### config.mk
export PLATFORM = sky130hd
export DESIGN_NAME = serie_paralelo_idl
export DESIGN_NICKNAME = d
export VERILOG_FILES = /design/src/rtl/serie_paralelo_idl_pkg.sv /design/src/rtl/serial_rx_shift.sv /design/src/rtl/serie_paralelo_idl.sv
export SDC_FILE = /design/constraint.sdc
export NUM_CORES = 1
export LEC_CHECK = 0
export ABC_AREA = 1
export BUFFER_PORTS_ARGS = -buffer_cell sky130_fd_sc_hd__buf_2
export CORE_MARGIN = 2
export CORE_UTILIZATION = 45
export CTS_CLUSTER_SIZE = 25
export DETAILED_ROUTE_END_ITERATION = 10
export PLACE_DENSITY = 0.68
export SLEW_MARGIN = 20
export SYNTH_ARGS = -nofsm -noshare
export SYNTH_HDL_FRONTEND = slang
export SYNTH_SLANG_ARGS = --single-unit
### constraint.sdc
create_clock -name clk_32f -period 1.79 [get_ports clk_32f]
set_input_delay 0.179 -clock clk_32f [delete_from_list [all_inputs] [get_ports clk_32f]]
set_output_delay 0.179 -clock clk_32f [all_outputs]
set_load 0.1 [all_outputs]
### src/rtl/serie_paralelo_idl_pkg.sv
// Shared definitions for the IDL/COM serial receiver: character defaults,
// state encoding and counter widths.
package serie_paralelo_idl_pkg;

    localparam logic [7:0] COM_CHAR_DEF = 8'hBC;
    localparam logic [7:0] IDL_CHAR_DEF = 8'hFC;

    localparam int BIT_CNT_W  = 3;
    localparam int COM_CNT_W  = 4;
    localparam int LOSS_CNT_W = 4;

    typedef enum logic [1:0] {
        ST_SEARCH = 2'd0,
        ST_ALIGN  = 2'd1,
        ST_ACTIVE = 2'd2
    } rx_state_e;

    // All-zeros or all-ones bytes indicate a dead or stuck line.
    function automatic logic is_loss_byte(input logic [7:0] b);
        return (b == 8'h00) || (b == 8'hFF);
    endfunction

endpackage

### src/rtl/serial_rx_shift.sv
// Serial-in shift register with byte-phase counter; emits the next shift
// value and a strobe on the edge that completes an aligned byte.
module serial_rx_shift
    import serie_paralelo_idl_pkg::*;
(
    input  logic       clk_32f,
    input  logic       reset_L,
    input  logic       data_in,
    input  logic       realign,
    input  logic       track,
    output logic [7:0] nsr,
    output logic       boundary
);

    logic [6:0]           sr;
    logic [BIT_CNT_W-1:0] bit_cnt;

    assign nsr      = {sr, data_in};
    assign boundary = track && (bit_cnt == '1);

    always_ff @(posedge clk_32f or negedge reset_L) begin
        if (!reset_L) begin
            sr      <= '0;
            bit_cnt <= '0;
        end else begin
            // NOTE: non-blocking so every register samples pre-edge values.
            sr <= nsr[6:0];
            if (realign)
                bit_cnt <= '0;
            else if (track)
                bit_cnt <= bit_cnt + 1'b1;
        end
    end

endmodule

### src/rtl/serie_paralelo_idl.sv
// Receive end of the serial IDL/COM link: COM hunt, lock/loss FSM, byte output.
// Optional lock-failure counter on err_cnt when RX_ERR_CNT_EN is defined.
module serie_paralelo_idl
    import serie_paralelo_idl_pkg::*;
#(
    parameter logic [7:0] COM_CHAR   = COM_CHAR_DEF,
    parameter logic [7:0] IDL_CHAR   = IDL_CHAR_DEF,
    parameter int         LOCK_COUNT = 4,
    parameter int         LOSS_COUNT = 4
) (
    input  logic       clk_32f,
    input  logic       reset_L,
    input  logic       data_in,
    output logic [7:0] data_out,
    output logic       valid_out,
    output logic       idl_out,
    output logic       active
`ifdef RX_ERR_CNT_EN
    ,
    output logic [7:0] err_cnt
`endif
);

    localparam logic [COM_CNT_W-1:0]  LOCK_LAST = COM_CNT_W'(LOCK_COUNT);
    localparam logic [LOSS_CNT_W-1:0] LOSS_LAST = LOSS_CNT_W'(LOSS_COUNT);

    rx_state_e             state_q, state_d;
    logic [COM_CNT_W-1:0]  com_q, com_d, com_inc;
    logic [LOSS_CNT_W-1:0] loss_q, loss_d, loss_inc;
    logic [7:0]            data_d;
    logic                  valid_d, idl_d;
    logic                  realign;
    logic [7:0]            nsr;
    logic                  boundary;

    serial_rx_shift u_shift (
        .clk_32f  (clk_32f),
        .reset_L  (reset_L),
        .data_in  (data_in),
        .realign  (realign),
        .track    (state_q != ST_SEARCH),
        .nsr      (nsr),
        .boundary (boundary)
    );

    assign com_inc  = com_q + 1'b1;
    assign loss_inc = loss_q + 1'b1;

    always_comb begin
        // NOTE: every output of this block gets a default first, so no latches.
        state_d = state_q;
        com_d   = com_q;
        loss_d  = loss_q;
        data_d  = data_out;
        valid_d = 1'b0;
        idl_d   = 1'b0;
        realign = 1'b0;

        case (state_q)
            ST_SEARCH: begin
                if (nsr == COM_CHAR) begin
                    realign = 1'b1;
                    com_d   = COM_CNT_W'(1);
                    state_d = (LOCK_COUNT == 1) ? ST_ACTIVE : ST_ALIGN;
                end
            end

            ST_ALIGN: begin
                if (boundary) begin
                    if (nsr == COM_CHAR) begin
                        com_d = com_inc;
                        if (com_inc == LOCK_LAST)
                            state_d = ST_ACTIVE;
                    end else begin
                        com_d   = '0;
                        state_d = ST_SEARCH;
                    end
                end
            end

            ST_ACTIVE: begin
                if (boundary) begin
                    data_d  = nsr;
                    idl_d   = (nsr == IDL_CHAR);
                    valid_d = (nsr != COM_CHAR) && (nsr != IDL_CHAR);
                    if (is_loss_byte(nsr)) begin
                        if (loss_inc == LOSS_LAST) begin
                            loss_d  = '0;
                            com_d   = '0;
                            state_d = ST_SEARCH;
                        end else begin
                            loss_d = loss_inc;
                        end
                    end else begin
                        loss_d = '0;
                    end
                end
            end

            default: state_d = ST_SEARCH;
        endcase
    end

    always_ff @(posedge clk_32f or negedge reset_L) begin
        if (!reset_L) begin
            state_q   <= ST_SEARCH;
            com_q     <= '0;
            loss_q    <= '0;
            data_out  <= '0;
            valid_out <= 1'b0;
            idl_out   <= 1'b0;
        end else begin
            state_q   <= state_d;
            com_q     <= com_d;
            loss_q    <= loss_d;
            data_out  <= data_d;
            valid_out <= valid_d;
            idl_out   <= idl_d;
        end
    end

    assign active = (state_q == ST_ACTIVE);

`ifdef RX_ERR_CNT_EN
    // A failure is any exit from ALIGN or ACTIVE back to SEARCH.
    logic lock_fail;
    assign lock_fail = (state_q != ST_SEARCH) && (state_d == ST_SEARCH);

    always_ff @(posedge clk_32f or negedge reset_L) begin
        if (!reset_L)
            err_cnt <= '0;
        else if (lock_fail && (err_cnt != 8'hFF))
            err_cnt <= err_cnt + 1'b1;
    end
`endif

endmodule

==> flow_summary.html, run 1 <==
<table>
<tr><th>Metric</th><th>Value</th></tr>
<tr><th colspan="2">Clock tree</th></tr>
<tr><td>Number of H-tree levels</td><td>2</td></tr>
<tr><td>Inserted Clock Buffers</td><td>5</td></tr>
<tr><td>Insertion delay to the later sink of the worst-skew pair</td><td>330 ps</td></tr>
<tr><td>Buffers from clock root to sink, at most</td><td>2</td></tr>
<tr><td>Worst-path clk slew</td><td>90 ps</td></tr>
<tr><td>Clock tree from TritonCTS</td><td>yes</td></tr>
<tr><td>Clock tree root driver cell</td><td>sky130_fd_sc_hd__clkbuf_4</td></tr>
<tr><td>Clock Sinks</td><td>30</td></tr>
<tr><td>Total setup buffers inserted after CTS</td><td>0</td></tr>
<tr><th colspan="2">Global routing</th></tr>
<tr><td>Met1 Track Usage GR</td><td>16.9%</td></tr>
<tr><td>Met2 usage in global routing</td><td>27.3%</td></tr>
<tr><td>Largest net degree at the start of global routing</td><td>31</td></tr>
<tr><td>Aggregate global routing overflow</td><td>0</td></tr>
<tr><td>Met3 Resource Use GR</td><td>4.32%</td></tr>
<tr><td>Overall track demand over capacity in global routing</td><td>15.3%</td></tr>
<tr><td>Vias in the first global route</td><td>1,156</td></tr>
<tr><td>Busiest layer in global routing</td><td>met2</td></tr>
<tr><td>Wire length of the first global-routing pass</td><td>4700 µm</td></tr>
<tr><td>Antenna violations before repair</td><td>0</td></tr>
<tr><th colspan="2">Power and ir drop</th></tr>
<tr><td>Power density over the cells</td><td>1040 nW/µm²</td></tr>
<tr><td>Sw power</td><td>0.606 mW</td></tr>
<tr><td>Sequential group share of total power</td><td>44.0%</td></tr>
<tr><td>Sw Share</td><td>32.9%</td></tr>
<tr><td>Internal Pwr Total</td><td>1.23 mW</td></tr>
<tr><td>Clk pwr share</td><td>28.2%</td></tr>
<tr><td>Leakage power</td><td>0.923 nW</td></tr>
<tr><td>Relative contribution of combinational cells to total power</td><td>27.8%</td></tr>
<tr><td>Peak supply drop</td><td>0.625 mV</td></tr>
<tr><th colspan="2">Floorplan</th></tr>
<tr><td>Total core area</td><td>3340 µm²</td></tr>
<tr><td>DIE AREA</td><td>3940 µm²</td></tr>
<tr><td>Width of the die</td><td>62.8 µm</td></tr>
<tr><td>Die extent in y</td><td>62.8 µm</td></tr>
<tr><td>Initial Util</td><td>46.6%</td></tr>
<tr><td>Number of standard-cell rows in the floorplan</td><td>21</td></tr>
<tr><td>I/O pin cnt</td><td>14</td></tr>
<tr><th colspan="2">Synthesis</th></tr>
<tr><td>Top post-synthesis cells by area</td><td>sky130_fd_sc_hd__dfrtp_1, sky130_fd_sc_hd__nand2_1, sky130_fd_sc_hd__ha_1, sky130_fd_sc_hd__inv_1, sky130_fd_sc_hd__o21ai_0</td></tr>
<tr><td>Basic-gate share of the synthesized area counting and, or, nand and nor cells</td><td>29.9%</td></tr>
<tr><td>Mean instance size in the synthesized netlist</td><td>8.79 µm²</td></tr>
<tr><td>Number of distinct library cells after synthesis</td><td>20</td></tr>
<tr><td>Number of flip-flops and latches in the synthesized netlist</td><td>30</td></tr>
<tr><td>Synthesized instance count</td><td>177</td></tr>
<tr><td>Area fraction in compound gates after synthesis</td><td>6.52%</td></tr>
<tr><td>Synth Area in Adders</td><td>8.05%</td></tr>
<tr><td>Dominant combinational cell family by area after synthesis</td><td>simple AND/OR/NAND/NOR gates</td></tr>
<tr><td>Synthesized net count</td><td>190</td></tr>
<tr><td>Sequential cell area fraction in the yosys report</td><td>48.3%</td></tr>
<tr><td>Cell area after technology mapping</td><td>1560 µm²</td></tr>
<tr><td>Yosys warns</td><td>0</td></tr>
<tr><td>Share of the synthesized area in the top cell type</td><td>48.3%</td></tr>
<tr><td>Xor/xnor share of the synthesized area</td><td>0%</td></tr>
<tr><td>Cell taking the most area after synthesis</td><td>sky130_fd_sc_hd__dfrtp_1</td></tr>
<tr><td>Multiplexer area fraction after synthesis</td><td>0%</td></tr>
<tr><th colspan="2">Worst setup path</th></tr>
<tr><td>Worst Path Class, Setup</td><td>reg -&gt; out</td></tr>
<tr><td>Critical Path Source Type</td><td>flip-flop</td></tr>
<tr><td>Endpoint arrival time on the critical path</td><td>1550 ps</td></tr>
<tr><td>Worst setup EP type</td><td>primary output</td></tr>
<tr><td>Data required time of the critical path</td><td>1610 ps</td></tr>
<tr><td>Critical Path Fanout Max</td><td>6</td></tr>
<tr><th colspan="2">Drt</th></tr>
<tr><td>Count of routing violations after the opening detailed-route iteration</td><td>44</td></tr>
<tr><td>DRC violations left</td><td>0</td></tr>
<tr><td>First-pass iteration count of the detailed router</td><td>4</td></tr>
<tr><td>Total wire length</td><td>2670 µm</td></tr>
<tr><td>Via-per-instance ratio</td><td>4.71</td></tr>
<tr><td>Via count</td><td>1,155</td></tr>
<tr><td>Detailed-route wire length per cell</td><td>10.9 µm</td></tr>
<tr><td>Number of routed nets with antenna violations</td><td>0</td></tr>
<tr><th colspan="2">Placed design</th></tr>
<tr><td>Standard cell area after detailed placement</td><td>1680 µm²</td></tr>
<tr><td>Routability congestion estimate from global placement</td><td>0.782</td></tr>
<tr><td>Buffers on Ports</td><td>13</td></tr>
<tr><td>Post-DP HPWL</td><td>2010 µm</td></tr>
<tr><th colspan="2">Hold path</th></tr>
<tr><td>Path type of the worst min-delay path</td><td>in -&gt; async</td></tr>
<tr><th colspan="2">Run status</th></tr>
<tr><td>Outcome</td><td>finished, final reports clean</td></tr>
<tr><th colspan="2">Cells and area</th></tr>
<tr><td>Growth of design area from synthesis to finish</td><td>14.2%</td></tr>
<tr><td>Ant. Diodes</td><td>0</td></tr>
<tr><td>Share of final-layout standard cells stronger than drive strength 1</td><td>23.1%</td></tr>
<tr><td>Total non-filler cell area in the finished layout</td><td>1780 µm²</td></tr>
<tr><td>Net total in the final layout</td><td>211</td></tr>
<tr><td>Final core utilization</td><td>53.2%</td></tr>
<tr><td>Count of filler cells inserted in the layout</td><td>329</td></tr>
<tr><th colspan="2">STA</th></tr>
<tr><td>Share of the clock period used by the worst path after layout</td><td>96.4%</td></tr>
<tr><td>Unrepaired setup endpoints after global routing</td><td>false</td></tr>
<tr><td>Final clock skew</td><td>9.77 ps</td></tr>
<tr><td>Final Hold Fails</td><td>0</td></tr>
<tr><td>Setup total negative slack</td><td>0 ps</td></tr>
<tr><td>Achievable frequency</td><td>579 MHz</td></tr>
<tr><td>Transition time of the tightest slew-check pin</td><td>653 ps</td></tr>
<tr><td>Setup violators final</td><td>0</td></tr>
<tr><td>Clock period minus worst slack</td><td>1730 ps</td></tr>
<tr><td>Relative slew margins</td><td>56.5%</td></tr>
<tr><td>Count of pins over their slew limit</td><td>0</td></tr>
<tr><th colspan="2">Job</th></tr>
<tr><td>Max-capacitance violation count</td><td>0</td></tr>
</table>
-- logic make-up (layout without fill, tap and decap cells) --
logic type / Yosys count / after routing
simple gates: 91 / 91
flops: 30 / 30
buf+inv: 28 / 50
compound gates: 18 / 18
fa+ha+maj: 10 / 10
-- per-layer routing --
layer | wire (µm) | vias up | part of all wire (%)
met1 | 1180 | 531 | 44
met5 | 0 | - | 0
met2 | 1340 | 23 | 50
li1 | - | 596 | -
met4 | 53 | 0 | 2.0
met3 | 99 | 5 | 3.7
-- stage by stage --
stage	hold slack, ps	instances	power [mW]	worst slack (ps)
floorplan	-117	177	1.22	161
global placement	234	235	1.30	223
detailed placement	246	235	1.34	119
CTS	414	245	1.86	51.5
global route	433	245	1.98	9.98
finish	409	245	1.84	63.9
-- critical path, stage by stage, from the launching register on --
cell and delay [ps]:
sky130_fd_sc_hd__dfrtp_1 420, sky130_fd_sc_hd__inv_1 170, sky130_fd_sc_hd__ha_4 200, sky130_fd_sc_hd__buf_2 430
-- cells in the mapped netlist --
| cell type | n |
|---|---|
| sky130_fd_sc_hd__nand4_1 | 3 |
| sky130_fd_sc_hd__ha_1 | 10 |
| sky130_fd_sc_hd__nor2_1 | 13 |
| sky130_fd_sc_hd__nand2_4 | 4 |
| sky130_fd_sc_hd__dfrtp_1 | 30 |
| sky130_fd_sc_hd__o21ai_1 | 1 |
| sky130_fd_sc_hd__nor2_8 | 1 |
| sky130_fd_sc_hd__nand2_2 | 7 |
| sky130_fd_sc_hd__nand3_1 | 11 |
| sky130_fd_sc_hd__nand3_2 | 1 |
| sky130_fd_sc_hd__inv_1 | 20 |
| sky130_fd_sc_hd__nand2_1 | 46 |
| sky130_fd_sc_hd__buf_6 | 1 |
| sky130_fd_sc_hd__nor2_2 | 1 |
| sky130_fd_sc_hd__a21oi_1 | 2 |
| sky130_fd_sc_hd__inv_2 | 7 |
| sky130_fd_sc_hd__nor2_4 | 4 |
| sky130_fd_sc_hd__a22o_1 | 2 |
| sky130_fd_sc_hd__o21ai_0 | 12 |
| sky130_fd_sc_hd__a21oi_2 | 1 |
-- layout by cell type, fill, tap and decap left out --
| master | Yosys | layout |
|---|---|---|
| sky130_fd_sc_hd__nand2_4 | 4 | 4 |
| sky130_fd_sc_hd__nand3_1 | 11 | 11 |
| sky130_fd_sc_hd__buf_2 | 0 | 13 |
| sky130_fd_sc_hd__a21oi_1 | 2 | 2 |
| sky130_fd_sc_hd__ha_1 | 10 | 9 |
| sky130_fd_sc_hd__a21oi_2 | 1 | 1 |
| sky130_fd_sc_hd__inv_4 | 0 | 1 |
| sky130_fd_sc_hd__nand3_2 | 1 | 1 |
| sky130_fd_sc_hd__dlygate4sd3_1 | 0 | 2 |
| sky130_fd_sc_hd__nand2_1 | 46 | 46 |
| sky130_fd_sc_hd__nand2_2 | 7 | 7 |
| sky130_fd_sc_hd__clkbuf_1 | 0 | 2 |
| sky130_fd_sc_hd__a22o_1 | 2 | 2 |
| sky130_fd_sc_hd__nand4_1 | 3 | 3 |
| sky130_fd_sc_hd__bufinv_16 | 0 | 1 |
| sky130_fd_sc_hd__nor2_4 | 4 | 4 |
| sky130_fd_sc_hd__dfrtp_1 | 30 | 30 |
| sky130_fd_sc_hd__clkbuf_4 | 0 | 5 |
| sky130_fd_sc_hd__o21ai_0 | 12 | 12 |
| sky130_fd_sc_hd__ha_4 | 0 | 1 |
| sky130_fd_sc_hd__nor2_1 | 13 | 13 |
| sky130_fd_sc_hd__nor2_2 | 1 | 1 |
| sky130_fd_sc_hd__inv_2 | 7 | 6 |
| sky130_fd_sc_hd__o21ai_1 | 1 | 1 |
| sky130_fd_sc_hd__inv_1 | 20 | 20 |
| sky130_fd_sc_hd__nor2_8 | 1 | 1 |
-- area by class of cell --
| cell class | count | area (µm²) | share of cell area, % |
|---|---|---|---|
| Timing Repair Buffer | 15 | 85.1 | 4.79 |
| Sequential cell | 30 | 751 | 42.3 |
| Tap cell | 46 | 57.6 | 3.24 |
| Clock buffer | 7 | 45.0 | 2.54 |
| Clock inverter | 1 | 30.0 | 1.69 |
| Inverter | 27 | 104 | 5.85 |
| Multi-Input combinational cell | 119 | 704 | 39.6 |
-- power by group through the flow --
stage                     sequential [mW]  clock (mW)  combinational, mW
after floorplan                     0.813           0              0.408
after global placement              0.814           0              0.488
after detailed placement            0.824           0              0.512
after CTS                           0.811       0.535              0.518
after global routing                0.820       0.569              0.591
final                               0.811       0.519              0.512
-- state kept, by name (all words and copies together) (netlist names) --
register and flops:
idl_out 1, valid_out 1, data_out 8, com_q 4
state_q 2, u_shift.bit_cnt 3, loss_q 4, u_shift.sr 7
-- path summary, 6_finish.rpt --
| path | startpoint | to | slack, ps | cells past startpoint |
|---|---|---|---|---|
| setup / recovery | state_q[0]$_DFFE_PN0P_ | active | 60 | 3 |
| hold / removal | reset_L | data_out[4]$_DFFE_PN0P_ | 410 | 2 |
| setup reg to reg | state_q[1]$_DFFE_PN0P_ | loss_q[2]$_DFFE_PN0P_ | 140 | 8 |
| hold reg to reg | u_shift.sr[4]$_DFF_PN0_ | u_shift.sr[5]$_DFF_PN0_ | 410 | 0 |
| max in group asynchronous | reset_L | loss_q[2]$_DFFE_PN0P_ | 950 | 2 |
| min in group clk_32f | u_shift.sr[4]$_DFF_PN0_ | u_shift.sr[5]$_DFF_PN0_ | 410 | 0 |
-- timing repair --
item                                   CTS  global route
gates resized for setup                  0             1
setup endpoints to repair                0             1
hold buffers                             2             0
endpoints found under the hold margin   31             0
Note: power is estimated with default switching activity, not from simulation.
==> inputs of run 2 (changes only) <==
- CORE_UTILIZATION: 45 -> 57
- PLACE_DENSITY: 0.68 -> 0.82
- SYNTH_HIERARCHICAL: default -> 1
==> run 2 against run 1 <==
Critical path depth rose by 9. Utilization rose by 16 points. Fmax rose by 3.8%. Critical endpoint is now state_q[0]$_DFFE_PN0P_. Largest cell class unchanged.
==> flow_summary.html, run 2 <==
<table>
<tr><th>Metric</th><th>Value</th></tr>
<tr><th colspan="2">Clock tree</th></tr>
<tr><td>Inserted Clock Buffers</td><td>5 (unchanged)</td></tr>
<tr><td>Worst-path clk slew</td><td>90 ps (about the same)</td></tr>
<tr><td>Insertion delay to the later sink of the worst-skew pair</td><td>320 ps (was 330 ps)</td></tr>
<tr><td>Clock tree root driver cell</td><td>sky130_fd_sc_hd__clkbuf_4 (unchanged)</td></tr>
<tr><td>Clock Sinks</td><td>30 (unchanged)</td></tr>
<tr><td>Clock tree from TritonCTS</td><td>yes (unchanged)</td></tr>
<tr><td>Buffers from clock root to sink, at most</td><td>2 (unchanged)</td></tr>
<tr><td>Number of H-tree levels</td><td>2 (unchanged)</td></tr>
<tr><th colspan="2">Synthesis</th></tr>
<tr><td>Mean instance size in the synthesized netlist</td><td>8.47 µm² (was 8.79 µm²)</td></tr>
<tr><td>Most common flop cell mapped by yosys</td><td>sky130_fd_sc_hd__dfrtp_1 (unchanged)</td></tr>
<tr><td>Top post-synthesis cells by area</td><td>sky130_fd_sc_hd__dfrtp_1, sky130_fd_sc_hd__nand2_1, sky130_fd_sc_hd__ha_1, sky130_fd_sc_hd__inv_1, sky130_fd_sc_hd__nand3_1 (was sky130_fd_sc_hd__dfrtp_1, sky130_fd_sc_hd__nand2_1, sky130_fd_sc_hd__ha_1, sky130_fd_sc_hd__inv_1, sky130_fd_sc_hd__o21ai_0)</td></tr>
<tr><td>Most numerous cell types in the synthesized netlist</td><td>sky130_fd_sc_hd__nand2_1, sky130_fd_sc_hd__dfrtp_1, sky130_fd_sc_hd__inv_1 (unchanged)</td></tr>
<tr><td>Most frequently used cell type in the post-synthesis netlist</td><td>sky130_fd_sc_hd__nand2_1 (unchanged)</td></tr>
<tr><td>Cell taking the most area after synthesis</td><td>sky130_fd_sc_hd__dfrtp_1 (unchanged)</td></tr>
<tr><td>Synthesized instance count</td><td>177 (unchanged)</td></tr>
<tr><td>Share of the synthesized area in the top cell type</td><td>50.1% (was 48.3%)</td></tr>
<tr><td>Yosys warns</td><td>6 (was 0)</td></tr>
<tr><td>Cell area after technology mapping</td><td>1500 µm² (was 1560 µm²)</td></tr>
<tr><td>Post-synth EDFFs</td><td>0 (unchanged)</td></tr>
<tr><td>Synthesized net count</td><td>190 (unchanged)</td></tr>
<tr><td>Number of flip-flops and latches in the synthesized netlist</td><td>30 (unchanged)</td></tr>
<tr><td>Fraction of registers with async set/reset</td><td>100% (unchanged)</td></tr>
<tr><td>Sequential cell area fraction in the yosys report</td><td>50.1% (was 48.3%)</td></tr>
<tr><td>Number of distinct library cells after synthesis</td><td>19 (was 20)</td></tr>
<tr><th colspan="2">STA</th></tr>
<tr><td>Setup violators final</td><td>0 (unchanged)</td></tr>
<tr><td>Final clock skew</td><td>9.20 ps (was 9.77 ps)</td></tr>
<tr><td>Clock period minus worst slack</td><td>1660 ps (was 1730 ps)</td></tr>
<tr><td>Transition time of the tightest slew-check pin</td><td>649 ps (was 653 ps)</td></tr>
<tr><td>Setup total negative slack</td><td>0 ps (unchanged)</td></tr>
<tr><td>Final Hold Fails</td><td>0 (unchanged)</td></tr>
<tr><td>Count of pins over their slew limit</td><td>0 (unchanged)</td></tr>
<tr><td>Slack of the critical path</td><td>127 ps (was 63.9 ps)</td></tr>
<tr><td>Share of the clock period used by the worst path after layout</td><td>92.9% (was 96.4%)</td></tr>
<tr><td>Relative slew margins</td><td>56.7% (was 56.5%)</td></tr>
<tr><td>Achievable frequency</td><td>601 MHz (was 579 MHz)</td></tr>
<tr><th colspan="2">Placed design</th></tr>
<tr><td>Worst-case setup slack after placement</td><td>22.0 ps (was 119 ps)</td></tr>
<tr><td>Buffers on Ports</td><td>13 (unchanged)</td></tr>
<tr><td>Post-DP HPWL</td><td>2010 µm (about the same)</td></tr>
<tr><td>Routability congestion estimate from global placement</td><td>0.768 (was 0.782)</td></tr>
<tr><th colspan="2">Worst setup path</th></tr>
<tr><td>Worst Path Class, Setup</td><td>reg -&gt; reg (was reg -&gt; out)</td></tr>
<tr><td>Worst setup EP type</td><td>flip-flop (was primary output)</td></tr>
<tr><td>Slowest CP cell</td><td>sky130_fd_sc_hd__dfrtp_1 (was sky130_fd_sc_hd__buf_2)</td></tr>
<tr><td>Endpoint arrival time on the critical path</td><td>1870 ps (was 1550 ps)</td></tr>
<tr><td>Dominant cell type by count on the critical path</td><td>sky130_fd_sc_hd__nand2_1</td></tr>
<tr><td>Critical Path Fanout Max</td><td>6 (unchanged)</td></tr>
<tr><td>Data required time of the critical path</td><td>2000 ps (was 1610 ps)</td></tr>
<tr><td>CP cell instances</td><td>inv_1, ha_1, inv_2, nand2_1, inv_1, inv_1, nand2_1, nand3_2, nor2_2, nand2_1, nand2_1, nand2_1 (was inv_1, ha_4, buf_2)</td></tr>
<tr><td>Critical Path Source Type</td><td>flip-flop (unchanged)</td></tr>
<tr><td>Critical path origin</td><td>state_q[0]$_DFFE_PN0P_ (unchanged)</td></tr>
<tr><td>Stage delay of the slowest cell on the critical path</td><td>380 ps (was 430 ps)</td></tr>
<tr><td>Start of the worst register-to-register path</td><td>state_q[0]$_DFFE_PN0P_ (was state_q[1]$_DFFE_PN0P_)</td></tr>
<tr><th colspan="2">Drt</th></tr>
<tr><td>Count of routing violations after the opening detailed-route iteration</td><td>35 (was 44)</td></tr>
<tr><td>Via-per-instance ratio</td><td>4.89 (was 4.71)</td></tr>
<tr><td>First-pass iteration count of the detailed router</td><td>4 (unchanged)</td></tr>
<tr><td>Total wire length</td><td>2650 µm (was 2670 µm)</td></tr>
<tr><td>Via count</td><td>1,125 (was 1,155)</td></tr>
<tr><td>Detailed-route wire length per cell</td><td>11.5 µm (was 10.9 µm)</td></tr>
<tr><td>DRC violations left</td><td>0 (unchanged)</td></tr>
<tr><td>Number of routed nets with antenna violations</td><td>0 (unchanged)</td></tr>
<tr><th colspan="2">Cells and area</th></tr>
<tr><td>Registers with the highest flip-flop counts</td><td>data_out: 8 flops, u_shift/sr: 7 flops (was data_out: 8 flops, u_shift.sr: 7 flops)</td></tr>
<tr><td>Flip-flop count of the largest register after layout</td><td>8 (unchanged)</td></tr>
<tr><td>Ant. Diodes</td><td>0 (unchanged)</td></tr>
<tr><td>Count of filler cells inserted in the layout</td><td>192 (was 329)</td></tr>
<tr><td>Reg with most FFs</td><td>data_out (unchanged)</td></tr>
<tr><td>Share of final-layout standard cells stronger than drive strength 1</td><td>19.5% (was 23.1%)</td></tr>
<tr><td>Commonest non-fill, non-tap cell in the layout</td><td>sky130_fd_sc_hd__nand2_1 (unchanged)</td></tr>
<tr><td>Growth of design area from synthesis to finish</td><td>15.0% (was 14.2%)</td></tr>
<tr><td>Net total in the final layout</td><td>213 (was 211)</td></tr>
<tr><td>Commonest cells after routing, fill and taps aside</td><td>sky130_fd_sc_hd__nand2_1, sky130_fd_sc_hd__dfrtp_1, sky130_fd_sc_hd__inv_1, sky130_fd_sc_hd__nand3_1, sky130_fd_sc_hd__buf_2 (was sky130_fd_sc_hd__nand2_1, sky130_fd_sc_hd__dfrtp_1, sky130_fd_sc_hd__inv_1, sky130_fd_sc_hd__nor2_1, sky130_fd_sc_hd__buf_2)</td></tr>
<tr><th colspan="2">Floorplan</th></tr>
<tr><td>Die extent in y</td><td>55.3 µm (was 62.8 µm)</td></tr>
<tr><td>I/O pin cnt</td><td>14 (unchanged)</td></tr>
<tr><td>DIE AREA</td><td>3060 µm² (was 3940 µm²)</td></tr>
<tr><td>Total core area</td><td>2480 µm² (was 3340 µm²)</td></tr>
<tr><td>Number of standard-cell rows in the floorplan</td><td>18 (was 21)</td></tr>
<tr><td>Width of the die</td><td>55.3 µm (was 62.8 µm)</td></tr>
<tr><td>Initial Util</td><td>60.5% (was 46.6%)</td></tr>
<tr><th colspan="2">Global routing</th></tr>
<tr><td>Aggregate global routing overflow</td><td>0 (unchanged)</td></tr>
<tr><td>Vias in the first global route</td><td>1,078 (was 1,156)</td></tr>
<tr><td>Largest net degree at the start of global routing</td><td>31 (unchanged)</td></tr>
<tr><td>Antenna violations before repair</td><td>0 (unchanged)</td></tr>
<tr><td>Wire length of the first global-routing pass</td><td>4530 µm (was 4700 µm)</td></tr>
<tr><td>Overall track demand over capacity in global routing</td><td>18.7% (was 15.3%)</td></tr>
<tr><th colspan="2">Power and ir drop</th></tr>
<tr><td>Leakage power</td><td>0.953 nW (was 0.923 nW)</td></tr>
<tr><td>Power density over the cells</td><td>1060 nW/µm² (was 1040 nW/µm²)</td></tr>
<tr><td>Peak supply drop</td><td>0.865 mV (was 0.625 mV)</td></tr>
<tr><th colspan="2">Hold path</th></tr>
<tr><td>Critical hold path startpoint</td><td>u_shift/sr[3]$_DFF_PN0_</td></tr>
<tr><td>Path type of the worst min-delay path</td><td>reg -&gt; reg (was in -&gt; async)</td></tr>
<tr><th colspan="2">Job</th></tr>
<tr><td>Max-capacitance violation count</td><td>0 (unchanged)</td></tr>
<tr><th colspan="2">Run status</th></tr>
<tr><td>Outcome</td><td>finished, final reports clean (unchanged)</td></tr>
</table>
run 2: changes by cell type after synthesis, moves of 4 or more:
cell                      previous run  this run
sky130_fd_sc_hd__inv_2               7         0
sky130_fd_sc_hd__nand2_1            46        59
sky130_fd_sc_hd__nand2_2             7         2
sky130_fd_sc_hd__nand2_4             4         0
sky130_fd_sc_hd__nand3_1            11        16
run 2: critical path, delay by kind of cell, from the launching register on:
kind | cells | cell delay (ps)
DFF | 1 | 380
adders and majority gates | 1 | 240
buffers and inverters | 4 | 330
and+or+nand+nor | 7 | 600
run 2: report_power, final:
group | internal (mW) | leakage [nW] | total, mW | switching [mW]
Sequential | 0.744 | 0.368 | 0.802 | 0.0572
Clock | 0.325 | 0.0443 | 0.544 | 0.219
Combinational | 0.181 | 0.540 | 0.474 | 0.293
Total | 1.25 | 0.953 | 1.82 | 0.569
run 2: area by class of cell:
class / instances / area (µm²) / share of cell area, %
Clock buffer: 6 / 51.3 / 2.98
Inverter: 22 / 82.6 / 4.79
Timing Repair Buffer: 19 / 118 / 6.82
Sequential cell: 30 / 751 / 43.5
Tap cell: 30 / 37.5 / 2.18
Clock inverter: 1 / 30.0 / 1.74
Multi-Input combinational cell: 122 / 654 / 38.0
run 2: cells by family after synthesis:
| logic type | Yosys count | synth area share, % |
|---|---|---|
| compound gates | 13 | 5.34 |
| xor+xnor | 1 | 1.09 |
| fa+ha+maj | 10 | 8.35 |
| buf+inv | 25 | 6.59 |
| flops | 30 | 50.1 |
| simple gates | 98 | 28.5 |
run 2: stage by stage:
| stage | cells | total power, mW | utilization [%] | hold slack [ps] | area [µm²] |
|---|---|---|---|---|---|
| global route | 230 | 1.93 | 69.6 | 421 | 1720 |
| detailed placement | 218 | 1.25 | 64.4 | 237 | 1600 |
| finish | 230 | 1.82 | 69.6 | 402 | 1720 |
| floorplan | 177 | 1.13 | - | -117 | 1500 |
| global placement | 218 | 1.20 | 64.4 | 226 | 1600 |
| CTS | 227 | 1.79 | 68.5 | 406 | 1700 |
run 2: worst paths after layout:
| check | endpoint | slack [ps] | cells after the start |
|---|---|---|---|
| max | state_q[0]$_DFFE_PN0P_ | 130 | 12 |
| min | u_shift/sr[4]$_DFF_PN0_ | 400 | 0 |
| max reg2reg | state_q[0]$_DFFE_PN0P_ | 130 | 12 |
| min reg2reg | u_shift/sr[4]$_DFF_PN0_ | 400 | 0 |
| max in group asynchronous | u_shift/bit_cnt[2]$_DFFE_PN0P_ | 950 | 2 |
| min in group asynchronous | data_out[6]$_DFFE_PN0P_ | 420 | 2 |
run 2: per-layer routing:
layer  global-route usage, %  wire length [µm]  up-vias  part of all wire, %
li1                        -                 -      596                    -
met1                    23.5              1240      509                   47
met2                    30.1              1300       18                   49
met3                    5.15                90        2                  3.4
met4                    8.36                21        0                 0.79
met5                       0                 0        -                    0
run 2: repair_timing:
item | 4_1_cts | 5_1_grt
resized for setup | 0 | 3
endpoints found under the setup margin | 0 | 9
setup buffers | 0 | 3
hold endpoints to repair | 31 | 0
hold buffers | 2 | 0
